--- src/rtl/data_debounce.sv ---
// data_debounce: two-flop synchroniser plus counting debouncer with rise/fall strobes.
// Define DEBOUNCE_PULSE_EN to make data a one-cycle press pulse instead of the debounced level.
module data_debounce #(
  parameter int DEBOUNCE_CYCLES = 1250000,
  parameter int CNT_W           = 21
) (
  input  logic clk,
  input  logic rst_n,
  input  logic btn_in,
  output logic data,
  output logic rise,
  output logic fall,
  output logic busy
);
  typedef enum logic [1:0] {IDLE_LO, WAIT_HI, IDLE_HI, WAIT_LO} state_t;
  localparam logic [CNT_W-1:0] LAST = CNT_W'(DEBOUNCE_CYCLES - 1);
  localparam logic [CNT_W-1:0] ONE  = CNT_W'(1);
  state_t state_q, state_d;
  logic [CNT_W-1:0] cnt_q, cnt_d;
  logic s1_q, s2_q, rise_q, rise_d, fall_q, fall_d, done;
  always_comb begin
    done    = cnt_q == LAST;
    state_d = state_q;
    cnt_d   = cnt_q;
    rise_d  = 1'b0;
    fall_d  = 1'b0;
    case (state_q)
      IDLE_LO: if (s2_q) begin
        state_d = WAIT_HI;
        cnt_d   = ONE;
      end
      WAIT_HI: if (!s2_q) begin
        state_d = IDLE_LO;
        cnt_d   = '0;
      end else if (done) begin
        state_d = IDLE_HI;
        cnt_d   = '0;
        rise_d  = 1'b1;
      end else cnt_d = cnt_q + ONE;
      IDLE_HI: if (!s2_q) begin
        state_d = WAIT_LO;
        cnt_d   = ONE;
      end
      WAIT_LO: if (s2_q) begin
        state_d = IDLE_HI;
        cnt_d   = '0;
      end else if (done) begin
        state_d = IDLE_LO;
        cnt_d   = '0;
        fall_d  = 1'b1;
      end else cnt_d = cnt_q + ONE;
    endcase
  end
  always_ff @(posedge clk or negedge rst_n) begin
    if (!rst_n) begin
      s1_q    <= 1'b0;
      s2_q    <= 1'b0;
      state_q <= IDLE_LO;
      cnt_q   <= '0;
      rise_q  <= 1'b0;
      fall_q  <= 1'b0;
    end else begin
      s1_q    <= btn_in;
      s2_q    <= s1_q;
      state_q <= state_d;
      cnt_q   <= cnt_d;
      rise_q  <= rise_d;
      fall_q  <= fall_d;
    end
  end
  assign rise = rise_q;
  assign fall = fall_q;
  assign busy = state_q == WAIT_HI || state_q == WAIT_LO;
`ifdef DEBOUNCE_PULSE_EN
  assign data = rise_q;
`else
  assign data = state_q == IDLE_HI || state_q == WAIT_LO;
`endif
endmodule

--- config.mk ---
export PLATFORM = sky130hd
export DESIGN_NAME = data_debounce
export DESIGN_NICKNAME = d
export VERILOG_FILES = /design/src/rtl/data_debounce.sv
export SDC_FILE = /design/constraint.sdc
export NUM_CORES = 1
export LEC_CHECK = 0
export BUFFER_PORTS_ARGS = -buffer_cell sky130_fd_sc_hd__buf_2
export CAP_MARGIN = 25
export CORE_UTILIZATION = 28
export CTS_BUF_LIST = sky130_fd_sc_hd__clkbuf_16
export CTS_CLUSTER_DIAMETER = 60
export CTS_CLUSTER_SIZE = 14
export DETAILED_ROUTE_END_ITERATION = 10
export PLACE_DENSITY = 0.45
export SYNTH_ARGS = -nofsm -noshare
export SYNTH_HDL_FRONTEND = slang
export SYNTH_SLANG_ARGS = --single-unit
--- constraint.sdc ---
create_clock -name clk -period 2.4 [get_ports clk]
set_clock_uncertainty 0.15 [all_clocks]
set_input_delay 0.48 -clock clk [delete_from_list [all_inputs] [get_ports clk]]
set_output_delay 0.48 -clock clk [all_outputs]
set_load 0.01 [all_outputs]
Yosys cells after proc, flatten, opt, wreduce, memory -nomap -nowiden
Cells that the tools add are included.
{ "word_totals": {"reg_bits": 27, "latch_bits": 0, "mem_bits_rw": 0, "romBits": 0, "inputBits": 3, "output_inout_bits": 4, "elab_cells": 38, "n_memories": 0} }
{ "classes": {"add_sub_neg": 1, "multipliers": 0, "div_mod_pow": 0, "order_cmp": 0, "eq_ne": 8, "shifts": 0, "n_mux": 18, "bitwise": 0, "reduce_logical": 5} }
{ "op_table": {"columns": ["cell", "n"], "rows": [
  ["$mux W21", 5],
  ["$pmux W21 S4", 1],
  ["$add A21 B1 Y21 const B", 1],
  ["$eq A21 B21 Y1 const B", 1],
  ["$mux W2", 6],
  ["$pmux W2 S4", 1],
  ["$ne A3 B3 Y1 const B", 2],
  ["$mux W1", 5],
  ["$eq A2 B2 Y1 const B", 2],
  ["$ne A2 B2 Y1 const B", 2],
  ["$reduce_and A4 Y1", 1],
  ["$eq A2 B1 Y1 const B", 1],
  ["$logic_not A2 Y1", 1],
  ["$logic_or A1 B1 Y1", 2],
  ["$reduce_and A2 Y1", 1]
]} }

Logic depth before layout (Yosys ltp)
{ "depth": {"depth_word": 4, "ltp_mapped": 7, "mapped_depth_nobuf": 6} }

Least setup slack after synthesis
No wires, ideal clock.
{ "synth_timing": {"path_type": "register to register", "start": "register cnt_q[0]", "end": "register cnt_q[20]", "setup_ps": 138, "arrival_time_ps": 1730, "required_ps": 2112, "path_slack_ps": 382, "stages_incl_launch_ff": 7, "path_buffers": 0, "period_less_slack_ps": 2018, "cell_sequence": "dfrtp_1 ha_1 nand3_2 or4_4 nor2_1 a31o_2 a31oi_1"} }
{ "synth_via": {"elab_chain_len": 4, "word_cells_on_any_way": 6, "classes_between": "add/sub (1); eq/ne (1); mux (4)"} }
{ "synth_lines": {"columns": ["item", "line", "text"], "rows": [
  ["from (decl)", "19", "logic [CNT_W-1:0] cnt_q, cnt_d;"],
  ["from (signal assigned)", "66", "cnt_q <= cnt_d;"],
  ["$add A21 B1 Y21 or $eq A21 B21 Y1 (tied branches)", "39, 51, 22", null],
  ["$mux W21 (*)", "35, 47", null],
  ["$mux W21, on equally long branches", "44, 32", null],
  ["$pmux W21 S4 (*)", "27", "case (state_q)"]
]} }
Every way passes the cells marked *; elsewhere a longest branch is shown, timed or not.
A chain may end at the register's enable or synchronous reset.

Worst setup path in the final report
{ "layout_timing": {"start": "register cnt_q[18]", "end": "register cnt_q[20]"} }
The elaborated chain is that of the path after synthesis.

==> impl_metrics.py <==
metrics = {
    "status": {
        "status": "finished, final reports clean",
    },
    "clock_network": {
        "post_cts_buffers": 0,
        "cts.htree.levels": 1,
        "root_buffer": "clkbuf_16",
        "cts_tree": "done",
        "path_clk_slew_ps": 70,
        "cts_buffers": 3,
        "cts_sinks": 27,
        "clockBufferDepth": 2,
        "clock_latency_ps": 260,
    },
    "critical_path": {
        "start_kind": "flop",
        "cp_max_fo": 25,
        "cp_top_family": "compound AO/OA/AOI/OAI gates",
        "cp_data_arrival_time_ps": 2190,
        "crit_type": "reg -> reg",
        "cp-end-kind": "flop",
        "worstPathCellList": "and4bb_2 -> nand4_1 -> o41a_2 -> a41oi_1 -> a31oi_1",
        "slowest_delay_ps": 650,
        "worstPathBufferInverterCount": 0,
        "cp_slowest_cell": "o41a_2",
        "worstPathRequired_ps": 2380,
    },
    "drt": {
        "wirelength_microns": 3200,
        "via_count": 1195,
        "wl_per_cell_microns": 14.0,
        "post-route-drc-count": 0,
        "first_iter_violations": 109,
        "via_per_inst": 5.22,
        "first_pass_iters": 4,
        "ant_nets": 0,
    },
    "synthesis": {
        "synth.ff_latch_count": 27,
        "synth_area_leaders": "dfrtp_1, a21oi_1, a31oi_1",
        "netlist.area_leader.share_pct": 46.2,
        "synth_top_area_cell": "dfrtp_1",
        "ys_top_cells_by_count": "dfrtp_1, nand2_1, a21oi_1",
        "yosys_warnings": 0,
        "ys.flop_type": "dfrtp_1",
        "synthArstFlopShare_pct": 100,
        "synth_fp_nets": 160,
        "synth_edf_count": 0,
        "syn-cell-area_sq_um": 1460,
        "yosysSeqAreaShare_pct": 46.2,
        "synthDistinctLibCells": 41,
        "syn_area_per_cell_sq_um": 9.38,
        "yosysMostFrequentCell": "dfrtp_1",
        "netlist_instances": 156,
    },
    "placement": {
        "port_buffers": 6,
        "gp_congestion": 0.743,
        "dp_hpwl_microns": 2270,
        "place_area_sq_um": 1570,
    },
    "die": {
        "fp.dieArea_sq_um": 5520,
        "start_util_pct": 30.0,
        "boundaryPins": 7,
        "floorplan.die.height_microns": 74.3,
        "dieWidth_microns": 74.3,
        "core_sq_um": 4880,
        "num_rows": 25,
    },
    "power": {
        "p_sw_mw": 0.510,
        "pwr-share-clk_pct": 27.3,
        "ir_drop_v": 0.000375,
        "p_int_mw": 0.903,
        "power_frac_comb_pct": 34.1,
        "power_frac_seq_pct": 38.5,
        "p_sw_share_pct": 36.1,
        "p_leak_nw": 0.645,
        "pwr_density_cell_nw_per_um2": 852,
    },
    "layout": {
        "syn2layout_area_growth_pct": 13.3,
        "drive_gt1_share_pct": 15.4,
        "n_antenna_cell": 0,
        "nets": 167,
        "fillers": 519,
        "fin_area_sq_um": 1660,
    },
    "global_route": {
        "grt_pass1_vias": 1149,
        "grt_start_max_net_pins": 28,
        "grt_antenna_before_repair": 0,
        "grt_usage_pct": 13.3,
        "grt_first_pass_wirelength_microns": 5510,
        "grt.overflow.total": 0,
    },
    "sta": {
        "maxSlewHeadroom_pct": 60.0,
        "fmax_mhz": 454,
        "drv_slew": 0,
        "finalHoldViolCount": 0,
        "layout_min_cycle_time_ps": 2200,
        "worst_slew_pin_slew_ps": 601,
        "rsz0062_at_grt": "no",
        "setup_tns_ps": 0,
        "final-setup-viol-count": 0,
        "min_period_over_period_pct": 91.8,
    },
    "job": {
        "cap_viol_max_count": 0,
    },
    "min_path": {
        "hp-class": "in -> async",
    },
}
[path summary, 6_finish.rpt]
check,start,end,slack (ps),cells past startpoint
setup / recovery,cnt_q[18],cnt_q[20],200,5
hold / removal,rst_n,cnt_q[9],70,1
setup reg to reg,cnt_q[18],cnt_q[20],200,5
hold reg to reg,s1_q,s2_q,200,0
max in group asynchronous,rst_n,cnt_q[12],1640,1
min in group clk,btn_in,s1_q,170,1
[through the flow]
| step | util (%) | power (mW) | setup slack [ps] | cells | hold slack [ps] |
|---|---|---|---|---|---|
| global route | 34.0 | 1.51 | 79.1 | 229 | 133 |
| detailed placement | 32.1 | 1.04 | 176 | 225 | 185 |
| finish | 34.0 | 1.41 | 196 | 229 | 70.1 |
| global placement | 32.1 | 1.03 | 186 | 225 | 183 |
| floorplan | - | 0.916 | 382 | 156 | 34.4 |
| CTS | 33.8 | 1.43 | 157 | 229 | 97.1 |
[power by group through the flow]
stage               Combinational [mW]  Sequential [mW]  Clock (mW)
floorplan                        0.385            0.531           0
global placement                 0.481            0.550           0
detailed placement               0.485            0.551           0
CTS                              0.487            0.542       0.401
global route                     0.542            0.552       0.417
finish                           0.482            0.544       0.386
[cell usage in the layout (no fill, tap or decap), drive strengths merged]
cell      instances
nand2            15
or4               1
o21a              1
or2               1
clkinvlp          1
o211a             1
or3               6
o21ai            11
dfrtp            27
xor2              1
a31o              1
and2              2
a22o              2
nand4             5
o31ai             1
nand2b            3
ha                1
o41a              1
buf              11
nor3b             2
clkbuf            3
or3b              1
and4              1
mux2              1
a41oi             2
nor3              3
o21bai            1
and4bb            1
nor4b             1
nor2              7
inv               9
nor4              3
o22ai             1
a31oi             9
a21oi            14
nand3            10
o41ai             1
[routing by layer]
metal | GRT usage [%] | routed length, microns | vias up
met5 | 0 | 0 | -
met4 | 6.71 | 65 | 0
met3 | 3.25 | 114 | 6
met2 | 20.0 | 1450 | 24
met1 | 17.9 | 1560 | 574
li1 | - | - | 591
[final cells by class]
| class | instances | area [sq um] | area share (%) |
|---|---|---|---|
| Sequential cell | 27 | 676 | 40.8 |
| Tap cell | 67 | 83.8 | 5.06 |
| Clock inverter | 1 | 7.51 | 0.453 |
| Clock buffer | 3 | 75.1 | 4.53 |
| Inverter | 9 | 33.8 | 2.04 |
| Timing Repair Buffer | 11 | 67.6 | 4.08 |
| Multi-Input combinational cell | 111 | 714 | 43.1 |
[flip-flops by register name (all words and copies together), names as in the netlist, named ones only]
signal and count:
s2_q 1, fall 1, rise 1, state_q 1, cnt_q 21, s1_q 1
[cell families after synthesis]
kind of cell,synth area share (%)
AND/OR/NAND/NOR,25.3
AO/OA/AOI/OAI,20.8
flip-flops,46.2
buffers and inverters,5.47
XOR/XNOR,0.599
multiplexers,0.770
adder cells (fa/ha/maj),0.855
[repair_timing]
item                       in CTS  in global routing
setup endpoints to repair       0                  1
resized for setup               0                  1
hold buffers                    0                  0
Note: power is estimated with default switching activity, not from simulation.
